<file path="config.mk">
export PLATFORM = sky130hd
export DESIGN_NAME = fetch_unit
export DESIGN_NICKNAME = d
export VERILOG_FILES = /design/src/rtl/fetch_unit.sv
export SDC_FILE = /design/constraint.sdc
export NUM_CORES = 1
export LEC_CHECK = 0
export BUFFER_PORTS_ARGS = -buffer_cell sky130_fd_sc_hd__buf_2
export CORE_ASPECT_RATIO = 0.9
export CORE_MARGIN = 3
export CORE_UTILIZATION = 28
export DETAILED_ROUTE_END_ITERATION = 7
export HOLD_SLACK_MARGIN = 0.12
export MAX_ROUTING_LAYER = met4
export PLACE_DENSITY_LB_ADDON = 0.25
export RECOVER_POWER = 50
export SYNTH_ARGS = -nofsm -noshare
export SYNTH_HDL_FRONTEND = slang
export SYNTH_SLANG_ARGS = --single-unit
export TNS_END_PERCENT = 30
</file>
<file path="constraint.sdc">
create_clock -name clk -period 8.93 [get_ports clk]
set_clock_uncertainty 0.15 [all_clocks]
set_input_delay 1.786 -clock clk [delete_from_list [all_inputs] [get_ports clk]]
set_output_delay 1.786 -clock clk [all_outputs]
set_load 0.05 [all_outputs]
</file>
<file path="src/rtl/fetch_unit.sv">
// Instruction fetch stage: owns the PC, issues credit-limited requests to an
// in-order, variable-latency instruction memory and buffers words for decode.
module fetch_unit #(
  parameter logic [31:0] RESET_PC  = 32'h0000_0000,
  parameter int          BUF_DEPTH = 2
) (
  input  logic        clk,
  input  logic        rst,
  output logic        imem_req,
  output logic [31:0] imem_addr,
  input  logic        imem_gnt,
  input  logic        imem_rvalid,
  input  logic [31:0] imem_rdata,
  output logic        inst_valid,
  output logic [31:0] inst,
  output logic [31:0] inst_pc,
  input  logic        inst_ready,
  input  logic        redirect,
  input  logic [31:0] redirect_pc,
  input  logic        halt,
  output logic        halted
);

  localparam int PTR_W = $clog2(BUF_DEPTH);
  localparam int CNT_W = PTR_W + 1;
  // Stale requests pile up across back-to-back redirects, so the
  // outstanding/drop counters get headroom beyond the buffer depth.
  localparam int OUT_W = PTR_W + 6;

  logic [31:0]      r_req_pc;
  logic [31:0]      r_fifo_pc   [BUF_DEPTH];
  logic [31:0]      r_fifo_word [BUF_DEPTH];
  logic [PTR_W-1:0] r_fifo_wr;
  logic [PTR_W-1:0] r_fifo_rd;
  logic [CNT_W-1:0] r_fifo_cnt;
  logic [31:0]      r_pcq [BUF_DEPTH];
  logic [PTR_W-1:0] r_pcq_wr;
  logic [PTR_W-1:0] r_pcq_rd;
  logic [OUT_W-1:0] r_outstanding;
  logic [OUT_W-1:0] r_drop_cnt;
  logic             r_halted;

  logic [OUT_W-1:0] w_live;
  logic [OUT_W-1:0] w_occupancy;
  logic             w_grant;
  logic             w_flush;
  logic             w_keep;
  logic             w_drop;
  logic             w_push;
  logic             w_pop;
  logic             w_fifo_nonempty;
  logic [31:0]      w_pcq_head;
  logic [OUT_W-1:0] w_out_next;
  logic [OUT_W-1:0] w_drop_next;
  logic [CNT_W-1:0] w_cnt_next;
  logic [31:0]      w_req_pc_next;

  // Credit counts buffered words plus live (non-stale) in-flight requests.
  assign w_live      = r_outstanding - r_drop_cnt;
  assign w_occupancy = OUT_W'(r_fifo_cnt) + w_live;

  assign imem_req  = !rst && !r_halted && !redirect &&
                     (w_occupancy < OUT_W'(BUF_DEPTH));
  assign imem_addr = r_req_pc;

  assign w_grant = imem_req && imem_gnt;
  assign w_flush = halt || redirect;
  assign w_drop  = imem_rvalid && (r_drop_cnt != '0);
  assign w_keep  = imem_rvalid && (r_drop_cnt == '0);
  assign w_push  = w_keep && !w_flush;

  assign w_fifo_nonempty = (r_fifo_cnt != '0);
  assign inst_valid      = w_fifo_nonempty && !r_halted;
  assign w_pop           = inst_valid && inst_ready;
  assign inst            = w_fifo_nonempty ? r_fifo_word[r_fifo_rd] : '0;
  assign inst_pc         = w_fifo_nonempty ? r_fifo_pc[r_fifo_rd]   : '0;
  assign halted          = r_halted;

  // pc_q only tracks live requests; a flush discards its contents, so the
  // PC popped on a kept response always belongs to that response.
  assign w_pcq_head = r_pcq[r_pcq_rd];

  always_comb begin
    w_out_next = r_outstanding;
    if (w_grant && !imem_rvalid) begin
      w_out_next = r_outstanding + OUT_W'(1);
    end else if (!w_grant && imem_rvalid) begin
      w_out_next = r_outstanding - OUT_W'(1);
    end
  end

  always_comb begin
    w_drop_next = r_drop_cnt;
    if (w_flush) begin
      w_drop_next = w_out_next;
    end else if (w_drop) begin
      w_drop_next = r_drop_cnt - OUT_W'(1);
    end
  end

  always_comb begin
    w_cnt_next = r_fifo_cnt;
    if (w_flush) begin
      w_cnt_next = '0;
    end else if (w_push && !w_pop) begin
      w_cnt_next = r_fifo_cnt + CNT_W'(1);
    end else if (!w_push && w_pop) begin
      w_cnt_next = r_fifo_cnt - CNT_W'(1);
    end
  end

  always_comb begin
    w_req_pc_next = r_req_pc;
    if (!halt && redirect) begin
      w_req_pc_next = {redirect_pc[31:2], 2'b00};
    end else if (w_grant) begin
      w_req_pc_next = r_req_pc + 32'd4;
    end
  end

  always_ff @(posedge clk or posedge rst) begin
    if (rst) begin
      r_req_pc      <= RESET_PC;
      r_fifo_wr     <= '0;
      r_fifo_rd     <= '0;
      r_fifo_cnt    <= '0;
      r_pcq_wr      <= '0;
      r_pcq_rd      <= '0;
      r_outstanding <= '0;
      r_drop_cnt    <= '0;
      r_halted      <= 1'b0;
    end else begin
      r_req_pc      <= w_req_pc_next;
      r_fifo_cnt    <= w_cnt_next;
      r_outstanding <= w_out_next;
      r_drop_cnt    <= w_drop_next;
      if (halt) begin
        r_halted <= 1'b1;
      end
      if (w_flush) begin
        r_fifo_wr <= '0;
        r_fifo_rd <= '0;
        r_pcq_wr  <= '0;
        r_pcq_rd  <= '0;
      end else begin
        if (w_push) begin
          r_fifo_wr <= r_fifo_wr + PTR_W'(1);
        end
        if (w_pop) begin
          r_fifo_rd <= r_fifo_rd + PTR_W'(1);
        end
        if (w_grant) begin
          r_pcq_wr <= r_pcq_wr + PTR_W'(1);
        end
        if (w_keep) begin
          r_pcq_rd <= r_pcq_rd + PTR_W'(1);
        end
      end
    end
  end

  // Storage needs no reset: the head is masked while the buffer is empty.
  always_ff @(posedge clk) begin
    if (w_push) begin
      r_fifo_pc[r_fifo_wr]   <= w_pcq_head;
      r_fifo_word[r_fifo_wr] <= imem_rdata;
    end
    if (w_grant) begin
      r_pcq[r_pcq_wr] <= r_req_pc;
    end
  end

  a_no_fifo_overflow : assert property (@(posedge clk) disable iff (rst)
    !(w_push && !w_pop && (r_fifo_cnt == CNT_W'(BUF_DEPTH))));

  a_no_orphan_response : assert property (@(posedge clk) disable iff (rst)
    !(imem_rvalid && (r_outstanding == '0)));

  a_no_counter_wrap : assert property (@(posedge clk) disable iff (rst)
    !(w_grant && (&r_outstanding)));

endmodule

</file>
# Word-level counts from Yosys, hierarchy flattened
# Memory sizes are Yosys's and may differ from the RTL's.
# Cells that the tools add are included.
# classes
add_sub_neg	12
mul	0
div	0
order_cmp	1
n_eq_ne	0
shift	0
mux	23
n_bitwise	0
n_reduce_logical	34
# ops
op	count
two-way mux 32 bit	4
adder 32 x 3 -> 32 bit (second input constant)	1
two-way mux 7 bit	4
logical AND 1 bit	14
nonzero test 2 bit	7
subtractor 7 x 1 -> 7 bit (second input constant)	2
two-way mux 1 bit	12
logical NOT 1 bit	9
adder 2 x 7 -> 7 bit	1
adder 7 x 1 -> 7 bit (second input constant)	1
logical NOT 7 bit	1
< comparator 7 x 2 -> 1 bit (second input constant)	1
nonzero test 7 bit	1
subtractor 7 bit	1
two-way mux 2 bit	3
adder 1 bit (second input constant)	4
nonzero test 3 bit	1
adder 2 x 1 -> 2 bit (second input constant)	1
subtractor 2 x 1 -> 2 bit (second input constant)	1
logical OR 1 bit	1
# word_totals
reg_bits	53
latch_bits	0
ram_bits	192
rom_bits	0
in_bits	71
output_inout_bits	99
mem_count	3
# memory_table
memory	words	word_bits	rd	rd_clocked_by_memory_dff	write_ports	line_no	text
r_fifo_pc	2	32	1	0	1	31	logic [31:0] r_fifo_pc [BUF_DEPTH];
r_fifo_word	2	32	1	0	1	32	logic [31:0] r_fifo_word [BUF_DEPTH];
r_pcq	2	32	1	0	1	36	logic [31:0] r_pcq [BUF_DEPTH];

# Depth between registers and ports, before layout
# logic_depth
word_depth	10
depth_mapped	13
ltp_nobuf	12

# Least setup slack after synthesis
# Ideal clock, no wire load.
# synth_path
kind	input to register
startpoint	input port imem_rvalid
endpoint	memory r_fifo_pc[0][10] (enable)
arrival_time_ps	8417
path_slack_ps	-272
cell_stages	4
path_buffers	1
cell_sequence	clkbuf_1 -> inv_1 -> or3_1 -> nor4_1
# synth_via
elab_chain_cells	4
# synth_rtl
item	line_no	text
start: declaration	12	input logic imem_rvalid,
logical AND 1 bit	69	assign w_keep = imem_rvalid && (r_drop_cnt == '0);
logical AND 1 bit	70	assign w_push = w_keep && !w_flush;
two-way mux 1 bit	164	if (w_push) begin
two-way mux 1 bit (implied by the code)	165	r_fifo_pc[r_fifo_wr] <= w_pcq_head;
end: declaration	31	
# Every way passes these cells.

# Worst setup path in the final report
# layout_path
startpoint	register r_fifo_cnt[1]
endpoint	output port imem_req
# layout_via
elab_chain_cells	3
# layout_rtl
item	line_no	text
start: declaration	35	logic [CNT_W-1:0] r_fifo_cnt;
start signal: assignment	134	r_fifo_cnt <= w_cnt_next;
adder 2 x 7 -> 7 bit	60	assign w_occupancy = OUT_W'(r_fifo_cnt) + w_live;
< comparator 7 x 2 -> 1 bit	63	(w_occupancy < OUT_W'(BUF_DEPTH));
logical AND 1 bit	62	assign imem_req = !rst && !r_halted && !redirect &&
end: declaration	9	output logic imem_req,
# Every way passes these cells.

==> impl_metrics.tcl <==
set metrics [dict create \
    die_height_um 187 \
    port_buffers 163 \
    grt_start_max_net_pins 66 \
    grt_pass1_vias 6251 \
    cts_setup_buffers 0 \
    die_w_um 207 \
    clock-sinks 235 \
    synth_ff_type "edfxtp_1" \
    critPathArrivalTime_ns 4.49 \
    slew_headroom_pct -98.8 \
    overflow 0 \
    max_cap_viol_count 3 \
    clk_latency_ns 0.55 \
    routed-via-count 6280 \
    peakVddDrop_v 0.000116 \
    synth-seq-cells 235 \
    place_hpwl_um 16200 \
    critPathKind "reg -> out" \
    ys_seq_area_share_pct 67.1 \
    cts_buffers 27 \
    synth_edf_count 184 \
    ys.warnings.count 0 \
    fin_setup_tns_ns 0 \
    clock.fmax_mhz 156 \
    routedWlPerCell_um 17.8 \
    violations "max-capacitance violations, max-slew violations" \
    post-route-period-util_pct 72.0 \
    grt_pass1_wl_um 37600 \
    critPathRequiredTime_ns 6.99 \
    ant_nets 0 \
    root_buffer "clkbuf_16" \
    synthDistinctLibCells 47 \
    clock_path_buffers 3 \
    setup_viol 0 \
    drc_errors 0 \
    powerDensity_mw_per_mm2 240 \
    hold_buffers 0 \
    core_area_mm2 0.0354 \
    firstDrtPassIters 4 \
    slew_viol_final 83 \
    worst_pin_slew_ns 2.98 \
    worst_setup_path_start_kind "flip-flop" \
    wl_um 24900 \
    finalHoldWorstSlack_ns 0.384 \
    start_util_pct 28.7 \
    clk_pin_slew_worst_paths_ns 0.06 \
    crit_fanout 16 \
    p_leak_nw 4.37 \
    final.fill_count 3542 \
    gp_congestion 0.806 \
    postPlaceCellArea_mm2 0.0115 \
    syn_to_final_growth_pct 21.5 \
    status "finished with violations" \
    syn_inst 741 \
    postLayoutCellArea_mm2 0.0123 \
    vias_per_cell 4.49 \
    track_usage_pct 13.0 \
    timing.final.hold_violations 0 \
    rows 65 \
    cts_tree "built" \
    rsz0062_at_grt "false" \
    cts_resized 0 \
    setup.worst_path.end_class "primary output" \
    fin_crit_ns 6.43 \
    avgSynthCellArea_um2 13.7 \
    synth.cell_area_mm2 0.0101 \
    async_flop_share_pct 21.7 \
    min_path_type "reg -> reg" \
    final_common_cell "edfxtp_1" \
    antenna_found_initial 0 \
    mostFrequentLayoutCells "184 x edfxtp_1, 118 x buf_2, 86 x nor2_1" \
    drive_gt1_share_pct 21.2 \
    nets 995 \
    cts_max_level 1 \
    drt_iter0_markers 317 \
    io_pins 170 \
    dieArea_mm2 0.0385 \
]
## stage by stage
stage	utilization (%)	power [mW]	std cells	setup WS [ns]
2_1_floorplan	-	1.76	744	2.35
3_3_place_gp	32.5	1.91	1348	2.95
3_5_place_dp	32.5	1.91	1348	3.01
4_1_cts	35.0	3.00	1398	2.50
5_1_grt	34.8	3.12	1398	2.30
6_report	34.8	2.96	1399	2.50
## cell type report
cell class              count  area, um^2  area share (%)
clock inverters            12         109           0.884
flip-flops and latches    235        6810            55.3
multi-input cells         450        3140            25.5
repair buffers            171         808            6.56
diodes                      1        2.50          0.0203
clock buffers              38         778            6.32
inverters                  23        86.3           0.701
well taps                 469         587            4.77
## synthesized netlist by cell type, drive strengths merged (4+ instances only)
cell	instances	area (um^2)
edfxtp	184	5530
nor2	87	327
mux2i	66	661
dfrtp	51	1280
nand2	42	158
mux2	34	383
o21ai	27	135
xnor2	27	236
inv	23	86.3
clkbuf	22	82.6
nand3	18	90.1
buf	14	70.1
ha	14	175
xor2	12	105
a21oi	11	55.1
and3	11	68.8
nor4	11	68.8
nand4	10	62.6
nor3	10	50.1
or3	9	56.3
o211ai	6	45.0
nor2b	5	31.3
and2	4	25.0
o21a	4	30.0
or2	4	25.0
## final timing paths
path | from | endpoint | slack, ns | depth (start not counted)
hold reg to reg | imem_addr[16]$_DFFE_PP0P_ | r_pcq[1][16]$_DFFE_PP_ | 0.38 | 0
hold / removal | imem_addr[16]$_DFFE_PP0P_ | r_pcq[1][16]$_DFFE_PP_ | 0.38 | 0
min in group asynchronous | rst | halted$_DFFE_PP0P_ | 2.24 | 3
max in group asynchronous | rst | r_fifo_rd$_DFFE_PP0P_ | 4.28 | 3
setup / recovery | r_fifo_cnt[1]$_DFFE_PP0P_ | imem_req | 2.50 | 10
setup reg to reg | r_fifo_cnt[1]$_DFFE_PP0P_ | r_outstanding[1]$_DFF_PP0_ | 4.28 | 12
## state kept, by name (all words and copies together) (netlist names), 2 cells and up
name           count
r_fifo_pc         60
imem_addr         30
r_outstanding      7
r_fifo_cnt         2
r_pcq             60
r_fifo_word       64
r_drop_cnt         7
## routing by layer
layer	GRT usage (%)	vias to the layer above	share of wire, %
met4	3.08	0	2.2
met2	20.8	135	47
li1	-	3045	-
met1	17.2	3061	45
met5	-	-	0
met3	2.62	39	5.8
## kinds of logic after synthesis
kind of cell / count (synthesis) / synth area share, %
muxes: 100 / 10.3
other: 1 / 0.0370
adders and majority gates: 18 / 2.32
xor gates and xnor gates: 39 / 3.37
DFF: 235 / 67.1
buffers and inverters: 59 / 2.36
and+or+nand+nor: 225 / 10.7
AOI/OAI and AO/OA: 64 / 3.85
## power breakdown
part | leakage, nW | switching [mW] | internal (mW)
Sequential | 2.27 | 0.0749 | 1.24
Clock | 0.437 | 0.437 | 0.640
Combinational | 1.66 | 0.338 | 0.232
Total | 4.37 | 0.850 | 2.11
## worst max-delay path, stage by stage, from the launching register on
cell and delay (ns):
dfrtp_1 0.44, inv_1 0.12, fa_1 0.54, inv_1 0.07
fa_1 0.46, a211o_1 0.35, a21o_1 0.16, a221o_1 0.39
or4_4 0.56, inv_1 0.47, buf_2 0.39
No activity file was read; power rests on OpenSTA's default activity.
